## src/rtl/stdio_controller_if.sv

```systemverilog
// UART-side bundle of the stdio controller: RX byte strobe in,
// TX byte out over a valid/ready handshake.
interface stdio_controller_if;
  logic       rx_valid;
  logic [7:0] rx_data;
  logic       tx_valid;
  logic [7:0] tx_data;
  logic       tx_ready;

  modport master (
    input  rx_valid,
    input  rx_data,
    input  tx_ready,
    output tx_valid,
    output tx_data
  );

  modport slave (
    output rx_valid,
    output rx_data,
    output tx_ready,
    input  tx_valid,
    input  tx_data
  );
endinterface

```

## src/rtl/stdio_controller.sv

```systemverilog
// Stalls the core around stdin/stdout instructions, buffers UART RX
// bytes in a small FIFO and feeds UART TX over valid/ready.
module stdio_controller #(
  parameter int RX_DEPTH = 4
) (
  input  logic                      clk,
  input  logic                      rstn,
  input  logic                      instr_valid,
  input  logic                      stdin_read_enable,
  input  logic                      stdout_write_enable,
  input  logic [7:0]                stdout_data,
  output logic                      stall,
  output logic                      done,
  output logic [31:0]               stdin_data,
  stdio_controller_if.master        uart,
  output logic [$clog2(RX_DEPTH):0] rx_level,
  output logic                      rx_overflow
);

  localparam int AW = $clog2(RX_DEPTH);

  typedef enum logic [1:0] {
    IDLE,
    RX_WAIT,
    TX_WAIT,
    DONE
  } state_t;

  state_t      state_q;
  state_t      state_d;
  logic [7:0]  mem [RX_DEPTH];
  logic [AW:0] wr_ptr;
  logic [AW:0] rd_ptr;
  logic        req_in;
  logic        req_out;
  logic        empty;
  logic        full;
  logic        push;
  logic        pop;
  logic        tx_load;
  logic        tx_clr;

  assign req_in  = instr_valid & stdin_read_enable;
  assign req_out = instr_valid & stdout_write_enable
                 & ~stdin_read_enable;

  assign rx_level = wr_ptr - rd_ptr;
  assign empty    = (rx_level == '0);
  // occupancy never exceeds RX_DEPTH, so the MSB alone flags full
  assign full     = rx_level[AW];
  assign push     = uart.rx_valid & (~full | pop);

  assign stall = (req_in | req_out) & (state_q != DONE);
  assign done  = (state_q == DONE);

  always_comb begin
    state_d = state_q;
    pop     = 1'b0;
    tx_load = 1'b0;
    tx_clr  = 1'b0;
    unique case (state_q)
      IDLE: begin
        if (req_in) begin
          if (!empty) begin
            pop     = 1'b1;
            state_d = DONE;
          end else begin
            state_d = RX_WAIT;
          end
        end else if (req_out) begin
          tx_load = 1'b1;
          state_d = TX_WAIT;
        end
      end
      RX_WAIT: begin
        if (!empty) begin
          pop     = 1'b1;
          state_d = DONE;
        end
      end
      TX_WAIT: begin
        if (uart.tx_ready) begin
          tx_clr  = 1'b1;
          state_d = DONE;
        end
      end
      DONE:    state_d = IDLE;
      default: state_d = IDLE;
    endcase
  end

  always_ff @(posedge clk or negedge rstn) begin
    if (!rstn) begin
      state_q <= IDLE;
    end else begin
      state_q <= state_d;
    end
  end

  always_ff @(posedge clk or negedge rstn) begin
    if (!rstn) begin
      for (int i = 0; i < RX_DEPTH; i++) begin
        mem[i] <= '0;
      end
      wr_ptr      <= '0;
      rd_ptr      <= '0;
      rx_overflow <= 1'b0;
    end else begin
      if (push) begin
        mem[wr_ptr[AW-1:0]] <= uart.rx_data;
        wr_ptr              <= wr_ptr + (AW+1)'(1);
      end
      if (pop) begin
        rd_ptr <= rd_ptr + (AW+1)'(1);
      end
      if (uart.rx_valid & ~push) begin
        rx_overflow <= 1'b1;
      end
    end
  end

  always_ff @(posedge clk or negedge rstn) begin
    if (!rstn) begin
      stdin_data    <= '0;
      uart.tx_valid <= 1'b0;
      uart.tx_data  <= '0;
    end else begin
      if (pop) begin
        stdin_data <= {24'h0, mem[rd_ptr[AW-1:0]]};
      end
      if (tx_load) begin
        uart.tx_valid <= 1'b1;
        uart.tx_data  <= stdout_data;
      end else if (tx_clr) begin
        uart.tx_valid <= 1'b0;
      end
    end
  end

endmodule

```

## src/flat_wrapper.sv

```systemverilog
// flat-port wrapper written by rule: the top's interface ports become plain ports
module stdio_controller_flat 
#(
  parameter int RX_DEPTH = 4
)
  (clk, rstn, instr_valid, stdin_read_enable, stdout_write_enable, stdout_data, stall, done, stdin_data, rx_level, rx_overflow, uart_rx_valid, uart_rx_data, uart_tx_ready, uart_tx_valid, uart_tx_data);
  stdio_controller_if uart_i ();
  input  logic clk;
  input  logic rstn;
  input  logic instr_valid;
  input  logic stdin_read_enable;
  input  logic stdout_write_enable;
  input  logic [7:0] stdout_data;
  output logic stall;
  output logic done;
  output logic [31:0] stdin_data;
  output logic [$clog2(RX_DEPTH):0] rx_level;
  output logic rx_overflow;
  input wire logic [$bits(uart_i.rx_valid)-1:0] uart_rx_valid;
  input wire logic [$bits(uart_i.rx_data)-1:0] uart_rx_data;
  input wire logic [$bits(uart_i.tx_ready)-1:0] uart_tx_ready;
  output wire logic [$bits(uart_i.tx_valid)-1:0] uart_tx_valid;
  output wire logic [$bits(uart_i.tx_data)-1:0] uart_tx_data;
  assign uart_i.rx_valid = uart_rx_valid;
  assign uart_i.rx_data = uart_rx_data;
  assign uart_i.tx_ready = uart_tx_ready;
  assign uart_tx_valid = uart_i.tx_valid;
  assign uart_tx_data = uart_i.tx_data;
  stdio_controller #(.RX_DEPTH(RX_DEPTH)) u_core (.clk(clk), .rstn(rstn), .instr_valid(instr_valid), .stdin_read_enable(stdin_read_enable), .stdout_write_enable(stdout_write_enable), .stdout_data(stdout_data), .stall(stall), .done(done), .stdin_data(stdin_data), .uart(uart_i), .rx_level(rx_level), .rx_overflow(rx_overflow));
endmodule
```

## config.mk

```make
export PLATFORM = sky130hd
export DESIGN_NAME = stdio_controller_flat
export DESIGN_NICKNAME = d
export VERILOG_FILES = /design/src/rtl/stdio_controller_if.sv /design/src/rtl/stdio_controller.sv /design/src/flat_wrapper.sv
export SDC_FILE = /design/constraint.sdc
export NUM_CORES = 1
export LEC_CHECK = 0
export ABC_AREA = 1
export CAP_MARGIN = 5
export CORE_MARGIN = 2
export CORE_UTILIZATION = 35
export DETAILED_ROUTE_END_ITERATION = 7
export PLACE_DENSITY = 0.66
export SLEW_MARGIN = 30
export SYNTH_ARGS = -nofsm -noshare
export SYNTH_HDL_FRONTEND = slang
export SYNTH_SLANG_ARGS = --single-unit
```

## constraint.sdc

```tcl
create_clock -name clk -period 2.6 [get_ports clk]
set_clock_uncertainty 0.2 [all_clocks]
set_input_delay 0.39 -clock clk [delete_from_list [all_inputs] [get_ports clk]]
set_output_delay 0.39 -clock clk [all_outputs]
set_load 0.005 [all_outputs]
```

### Word level (Yosys, flattened, before mapping)

Cells that the tools add are included.

| word-level totals | value |
|---|---|
| bits in registers | 58 |
| output and inout port bits | 47 |
| word-level logic and storage cells | 64 |

| operators by class | value |
|---|---|
| add/sub/neg operators | 3 |
| order comparisons | 3 |
| eq/ne operators | 7 |
| multiplexer cells | 22 |
| bitwise logic cells | 13 |
| reductions and logical operators | 5 |

Operators by type and width:

| operator | count |
|---|---|
| $bwmux W32 | 1 |
| $mux W8 | 3 |
| $bmux W8 S2 | 1 |
| $demux W8 S2 | 1 |
| $mux W2 | 5 |
| $mux W1 | 9 |
| $pmux W2 S4 | 1 |
| $add A3 B1 Y3 const B | 2 |
| $and A1 B1 Y1 | 6 |
| $ge A3 B3 Y1 const B | 2 |
| $ne A2 B2 Y1 const B | 3 |
| $not A2 Y3 | 2 |
| $eq A2 B2 Y1 const B | 2 |
| $logic_not A3 Y1 | 1 |
| $lt A3 B1 Y1 const B | 1 |
| $ne A3 B1 Y1 const B | 1 |
| $not A1 Y1 | 3 |
| $reduce_and A3 Y1 | 1 |
| $sub A3 B3 Y3 | 1 |
| $eq A2 B1 Y1 const B | 1 |
| $logic_not A2 Y1 | 1 |
| $or A1 B1 Y1 | 2 |
| $pmux W1 S2 | 1 |
| $reduce_bool A2 Y1 | 1 |
| $logic_and A1 B1 Y1 | 1 |

### Longest topological paths before layout

| depth | value |
|---|---|
| depth after elaboration | 9 |
| depth in mapped cells | 13 |

### Least setup slack after synthesis

OpenSTA, ideal clock, no wires.

| timing | value |
|---|---|
| kind | reg2reg |
| start point | reg u_core.rd_ptr[0] |
| end point | reg u_core.mem[7] (netlist bit) |
| library setup time | 0.120 ns |
| arrival | 1.894 ns |
| data required time | 2.280 ns |
| slack | 0.386 ns |
| cell stages (with the launch flop) | 12 |
| cell sequence | dfrtp_1 ha_1 fa_1 inv_1 nand2_1 nand2_1 nand2_1 nand3b_4 nand3_4 buf_6 nand2_1 o21ai_2 |

| on the way | value |
|---|---|
| longest elaborated chain between the ends | 7 |

Ends and longest elaborated chain:

| element | RTL line | source |
|---|---|---|
| start: declaration | stdio_controller.sv:33 | `logic [AW:0] rd_ptr;` |
| start signal: assignment | stdio_controller.sv:114 | `rd_ptr <= rd_ptr + (AW+1)'(1);` |
| $sub A3 B3 Y3 * | stdio_controller.sv:47 | `assign rx_level = wr_ptr - rd_ptr;` |
| $logic_not A3 Y1 | stdio_controller.sv:48 | `assign empty = (rx_level == '0);` |
| $mux W1 | stdio_controller.sv:64, stdio_controller.sv:76 |  |
| $mux W1 | stdio_controller.sv:63 | `if (req_in) begin` |
| $pmux W1 S2 | stdio_controller.sv:61 | `unique case (state_q)` |
| $or A1 B1 Y1 * | stdio_controller.sv:51 | `assign push = uart.rx_valid & (~full \| pop);` |
| $and A1 B1 Y1 * | stdio_controller.sv:51 |  |
| end signal: indexed assignment | stdio_controller.sv:110 | `mem[wr_ptr[AW-1:0]] <= uart.rx_data;` |
| end: declaration | stdio_controller.sv:31 | `logic [7:0] mem [RX_DEPTH];` |

Mark *: on every way between the ends. The rest lies on a longest branch, timed or not.
A chain may end at the register's enable or synchronous reset.

### Worst setup path in the final report

| timing | value |
|---|---|
| start point | reg u_core.rd_ptr[0] |
| end point | out rx_level[2] |

| on the way | value |
|---|---|
| longest elaborated chain between the ends | 1 |

Ends and longest elaborated chain:

| element | RTL line | source |
|---|---|---|
| $sub A3 B3 Y3 | stdio_controller.sv:47 |  |
| end: declaration | flat_wrapper.sv:17 | `output logic [$clog2(RX_DEPTH):0] rx_level;` |

Every way passes these cells.

==> flow_metrics.tcl <==
set metrics [dict create \
    htree_levels 3 \
    finalSetupViolations 0 \
    synth-seq-cells 58 \
    wirelength_um 5920 \
    rows 33 \
    fillers 770 \
    whs_path_depth 2 \
    path_delay_family "adder cells" \
    rsz0062_at_grt "true" \
    drive_gt1_share_pct 15.3 \
    drcViolationCount 0 \
    yosysSeqAreaShare_pct 49.2 \
    grt-ovfl-total 0 \
    hold_class "register to register" \
    report.power.total_mw 4.60 \
    p_sw_share_pct 38.3 \
    p_leak_nw 1.79 \
    cts.clk_slew.worst_paths_ns 0.06 \
    multi_input_area_um2 1260 \
    yosysUniqueCellTypes 26 \
    pwr-share-comb_pct 48.9 \
    clock_path_buffers 2 \
    die_h_um 95.8 \
    ys_top_cells_by_area "dfrtp_1, nand2_1, buf_4" \
    post-route-util_pct 44.7 \
    vias_per_cell 4.55 \
    setup.worst_path.end_class "primary output" \
    p_int_mw 2.84 \
    syn_inst 315 \
    path_cells "ha_2, fa_2, inv_1, nand2_1, nand2_1, nand2_2, nand2_2, inv_1, dlygate4sd2_1" \
    nets 408 \
    die_w_um 95.8 \
    die_area_um2 9180 \
    hold_viol_final 0 \
    fmax_mhz 398 \
    cp_num_buf_inv 3 \
    start_util_pct 36.1 \
    maxCapViolations 0 \
    rrSetupSlack_ns 0.35 \
    tritoncts "done" \
    crit_required_ns 2.01 \
    routabilityCongestion 0.817 \
    vias 2198 \
    start_kind "register" \
    core-area_um2 8180 \
    port_buffers 45 \
    min_period_ns 2.51 \
    synth_area_um2 2950 \
    ioPinCount 70 \
    slew_viol_final 0 \
    power_frac_seq_pct 33.8 \
    antenna_cells 0 \
    max_stage_delay_ns 0.39 \
    r2r_end "u_core.mem[0]$_DFFE_PN0P_" \
    synth_top_cell_by_area "dfrtp_1" \
    avgSynthCellArea_um2 9.37 \
    grt_pass1_wl_um 9670 \
    slowest_stage "dfrtp_1" \
    clkPwrFrac_pct 17.3 \
    finalNonFillerCells 483 \
    grt_antenna_before_repair 0 \
    dp_hpwl_um 4200 \
    cts_sinks 58 \
    first_global_vias 2091 \
    drtIter0Drc 130 \
    holdPathEnd "u_core.uart.tx_valid$_DFFE_PN0P_" \
    timing.final.crit_share_pct 96.7 \
    worstMarginPinSlew_ns 0.540 \
    detail-route-antenna-nets 0 \
    ir_drop_mv 0.352 \
    max_slew_margin_pct 64.0 \
    yosys_warnings 0 \
    criticalPathCategory "register to primary output" \
    drt-wirelength-per-cell_um 12.3 \
    grt_max_degree 25 \
    synth_top_area_share_pct 49.2 \
    track_usage_pct 13.8 \
    clk_latency_ns 0.33 \
    cts_made_buffers 9 \
    root_buffer "clkbuf_8" \
    r2r_cells 10 \
    status "finished, final reports clean" \
    final-seq-area_um2 1450 \
    worstPathMaxFanout 2 \
    power_density_nw_per_um2 1260 \
    dp_cells 466 \
    firstDrtPassIters 4 \
    cp.arrival_ns 1.92 \
    syn_to_final_growth_pct 24.0 \
    hp-start "u_core.uart.tx_valid$_DFFE_PN0P_" \
    worstReg2RegStart "u_core.rd_ptr[0]$_DFFE_PN0P_" \
    power.switching_mw 1.76 \
]
## power by group through the flow
stage          sequential (mW)  combinational, mW  clock, mW
3_5_place_dp              1.57               2.23          0
3_3_place_gp              1.55               2.17          0
4_1_cts                   1.55               2.27      0.813
2_1_floorplan             1.55               1.44          0
6_report                  1.55               2.25      0.793
5_1_grt                   1.60               2.54      0.855
## worst reg2reg max path, stage by stage (launching register included)
cell and delay (ns):
dfrtp_1 0.39, ha_2 0.20, fa_2 0.37, inv_1 0.07, nand2_1 0.07, nand2_1 0.08
nand2_2 0.07, nand3b_4 0.18, nand3_4 0.27, nand2_1 0.19, o21ai_2 0.06
## synth_stat cells
cell	n
dfrtp_1	58
clkbuf_1	1
a21oi_1	2
o22ai_1	8
inv_1	26
buf_4	24
nor2_1	18
xor2_1	2
or2_2	1
xnor2_1	1
fa_1	1
ha_1	10
buf_6	5
nand3b_4	1
inv_2	1
buf_2	1
o21ai_0	18
nand3_1	5
o21ai_2	13
o21ai_1	20
conb_1	1
nand3_4	4
o21bai_1	1
nand2_1	82
nand4_1	3
mux2_2	8
## registers in the layout, summed over array words and instances (netlist names)
name / count
u_core.uart.tx_valid: 1
u_core.mem: 32
u_core.state_q: 2
u_core.stdin_data: 8
u_core.rx_overflow: 1
u_core.uart.tx_data: 8
u_core.wr_ptr: 3
u_core.rd_ptr: 3
## area by class of cell
class                   instances  area share [%]
multi-input cells             222            34.3
well taps                     105            3.59
repair buffers                 56            14.5
clock inverters                 3            1.09
clock buffers                  12            3.97
flip-flops and latches         58            39.7
inverters                      27            2.77
## what timing repair did
item                                    in CTS  in global routing
resized for setup                            6                  2
hold endpoints to repair                    22                  0
setup buffers                                1                  0
pin swaps                                    1                  2
cloned                                       0                  0
endpoints found under the setup margin       2                  2
hold buffers                                 1                  0
## stage by stage
| step | TNS (ns) | cell area, µm² | worst slack (ns) | hold slack, ns |
|---|---|---|---|---|
| 6_report | 0 | 3660 | 0.0860 | 0.279 |
| 5_1_grt | -0.0237 | 3660 | -0.0237 | 0.292 |
| 4_1_cts | 0 | 3650 | 0.0179 | 0.283 |
| 3_5_place_dp | 0 | 3440 | 0.0582 | 0.199 |
| 3_3_place_gp | 0 | 3440 | 0.101 | 0.191 |
| 2_1_floorplan | 0 | 3040 | 0.386 | -0.106 |
## worst max path at each step
stage,start,end,slack (ns),cells past startpoint
CTS,u_core.rd_ptr[0]$_DFFE_PN0P_,rx_level[1],0.02,4
global placement,u_core.wr_ptr[0]$_DFFE_PN0P_,rx_level[2],0.10,9
detailed placement,u_core.wr_ptr[0]$_DFFE_PN0P_,rx_level[2],0.06,9
global route,u_core.wr_ptr[0]$_DFFE_PN0P_,rx_level[2],-0.02,10
floorplan,u_core.rd_ptr[0]$_DFFE_PN0P_,u_core.mem[7]$_DFFE_PN0P_,0.39,11
finish,u_core.rd_ptr[0]$_DFFE_PN0P_,rx_level[2],0.09,9
## cell usage in the layout (no fill, tap or decap), types with 9 or more instances in the layout
cell type        count
buf_4               10
o21ai_2             13
clkdlybuf4s50_1     42
ha_1                 9
nand2_1             79
o21ai_1             20
conb_1              24
inv_1               26
clkbuf_8            10
o21ai_0             18
dfrtp_1             58
nor2_1              18
## kinds of logic (layout without fill, tap and decap cells)
family | Yosys count | after routing | synth area share [%]
other | 1 | 24 | 0.127
AO/OA/AOI/OAI | 62 | 62 | 12.6
flip-flops | 58 | 58 | 49.2
XOR/XNOR | 3 | 3 | 0.891
buffers and inverters | 58 | 98 | 11.7
AND/OR/NAND/NOR | 114 | 114 | 17.5
adder cells (fa/ha/maj) | 11 | 11 | 4.92
multiplexers | 8 | 8 | 3.05
## routing by layer
metal	vias to the layer above	global-route usage (%)	wire length, µm
li1	1095	-	-
met2	82	22.1	2770
met4	0	4.17	85
met1	1011	17.7	2690
met5	-	0	0
met3	10	4.70	382
Power figures use the tool's default switching activity.
==> variant (same flow settings) <==
Make the reset (`rstn`) synchronous in 3 clocked blocks.
--- a/src/rtl/stdio_controller.sv
+++ b/src/rtl/stdio_controller.sv
@@ -91,3 +91,3 @@
 
-  always_ff @(posedge clk or negedge rstn) begin
+  always_ff @(posedge clk) begin
     if (!rstn) begin
@@ -99,3 +99,3 @@
 
-  always_ff @(posedge clk or negedge rstn) begin
+  always_ff @(posedge clk) begin
     if (!rstn) begin
@@ -121,3 +121,3 @@
 
-  always_ff @(posedge clk or negedge rstn) begin
+  always_ff @(posedge clk) begin
     if (!rstn) begin
Behaviour: differs if rstn is asserted again (counterexample within 4 cycles, from zero or initial values and one cycle with rstn low); with rstn held inactive, the same outputs for 10 cycles.
==> variant against the unedited design <==
Die area fell by 2.0%; sequential cell count is the same; setup slack improved by 36 ps; count of clock-buffer cells in the layout increased by 1; routed wire length fell by 5.3%; synthesized area down 2.1%; design area shrank 1.8%; critical path type unchanged.
Power is not compared: it rests on default switching activity, and its combinational part moved more than twofold at a synthesized area within 25%.
==> variant: results <==
export IMPL_cp_max_fo=2
export IMPL_clkTransAtPathRegs_ps=60
export IMPL_diodes=0
export IMPL_synth_area_leaders="edfxtp_1 (33%), dfxtp_1 (18%), nor2_1 (13%)"
export IMPL_grtUsageTotal=0.1332
export IMPL_synth_mux_area_frac=0
export IMPL_first_global_vias=2032
export IMPL_clock_latency_ps=330
export IMPL_cts_buffers=9
export IMPL_cp_endpoint="rx_level[1]"
export IMPL_ys_seq_area_frac=0.5130
export IMPL_die_area_um2=8994
export IMPL_synth_xor_area_share=0.006066
export IMPL_yosys_most_used_dff="edfxtp_1"
export IMPL_holdPathStages=2
export IMPL_drive_gt1_frac=0.1337
export IMPL_outcome="finished clean"
export IMPL_r2r_end="u_core.mem[1][0]$_SDFFCE_PN0P_"
export IMPL_synth_edf_count=32
export IMPL_vdd_drop_max_mv=0.2889
export IMPL_ctsRootBufferMaster="clkbuf_8"
export IMPL_min_from="u_core.rx_overflow$_SDFFE_PN0P_"
export IMPL_crit_start="u_core.wr_ptr[0]$_SDFFE_PN0P_"
export IMPL_hold_end="u_core.rx_overflow$_SDFFE_PN0P_"
export IMPL_synth_async_reset_ratio=0
export IMPL_critical_path_top_delay_family="buffers and inverters"
export IMPL_grt_pass1_wl_mm=9.163
export IMPL_routabilityCongestion=0.8168
export IMPL_power_leakage_nw=1.558
export IMPL_synth_compound_area_share=0.09055
export IMPL_grt_max_degree=26
export IMPL_firstDrtPassIters=4
export IMPL_drtIter0Drc=137
export IMPL_rr_worst_depth=13
export IMPL_dp_hpwl_mm=4.229
export IMPL_antenna_found_initial=0
export IMPL_portBuffers=45
export IMPL_clk_path_buf_depth=2
export IMPL_cts_htree_levels=3
export IMPL_fin_nets=415
export IMPL_hp_class="reg2reg"
export IMPL_largestRegisters="u_core.mem x32, u_core.stdin_data x8, u_core.uart.tx_data x8"
export IMPL_critPathMaxStageDelay_ps=490
export IMPL_ys_warn_count=0
export IMPL_slowest_stage="clkdlybuf4s50_1"
export IMPL_wl_per_cell_um=11.35
export IMPL_ys_types=27
export IMPL_cp_arrival_ps=1890
export IMPL_synthAdderAreaFrac=0.03726
export IMPL_reg2reg_slack_ps=170
export IMPL_synth_common_cells="nor2_1 (97), o21ai_0 (45), edfxtp_1 (32)"
export IMPL_num_vias=2159
-- variant: cell types whose count changed in the layout (fill, tap and decap cells not counted), moves of 13 or more --
cell      change
o21ai_0      +27
o21ai_2      -13
o21ai_1      -19
nand2_1      -63
dfrtp_1      -58
edfxtp_1     +32
dfxtp_1      +25
nor2_1       +78
-- variant: timing repair --
action | in CTS | in global routing
hold buffers | 0 | 0
gates resized for setup | 2 | 6
pin swaps | 2 | 1
setup buffers | 2 | 0
hold endpoints to repair | 0 | 0
endpoints found under the setup margin | 1 | 34
-- variant: metrics by stage --
step	cells	setup slack, ps	total power [mW]	hold slack, ps	area, µm²
final	494	122.4	2.947	258.1	3592
after floorplan	351	1.157	1.904	246.6	2984
after detailed placement	476	98.03	2.253	252.9	3393
after global routing	494	20.16	3.157	271.7	3592
after CTS	494	23.17	2.970	262.5	3576
after global placement	476	130.3	2.233	249.4	3393
-- variant: power breakdown --
part	total (mW)	switching [mW]	internal, mW
Combinational	1.04	0.602	0.438
Sequential	1.20	0.0648	1.14
Clock	0.702	0.333	0.369
Total	2.95	1.00	1.95
-- variant: cells by family after synthesis --
group	count (synthesis)
simple gates	141
buf+inv	66
flops	58
compound gates	52
fa+ha+maj	8
xor+xnor	2
other cells	1
-- variant: metal layers --
metal / share of wire / wire length (µm) / GRT usage / vias to the layer above
met3: 0.043 / 239 / 0.02713 / 11
met2: 0.47 / 2623 / 0.2128 / 56
met5: 0 / 0 / 0 / -
met4: 0.017 / 96 / 0.07609 / 0
met1: 0.47 / 2647 / 0.1673 / 976
li1: - / - / - / 1116
-- variant: cell type report --
class | instances | area [µm²]
timing repair buffer | 55 | 524.3
fill | 782 | 4501
clock inverter | 3 | 17.52
sequential | 58 | 1483
inverter | 33 | 123.9
multi-input combinational | 227 | 1164
clock buffer | 13 | 148.9
tap | 105 | 131.4
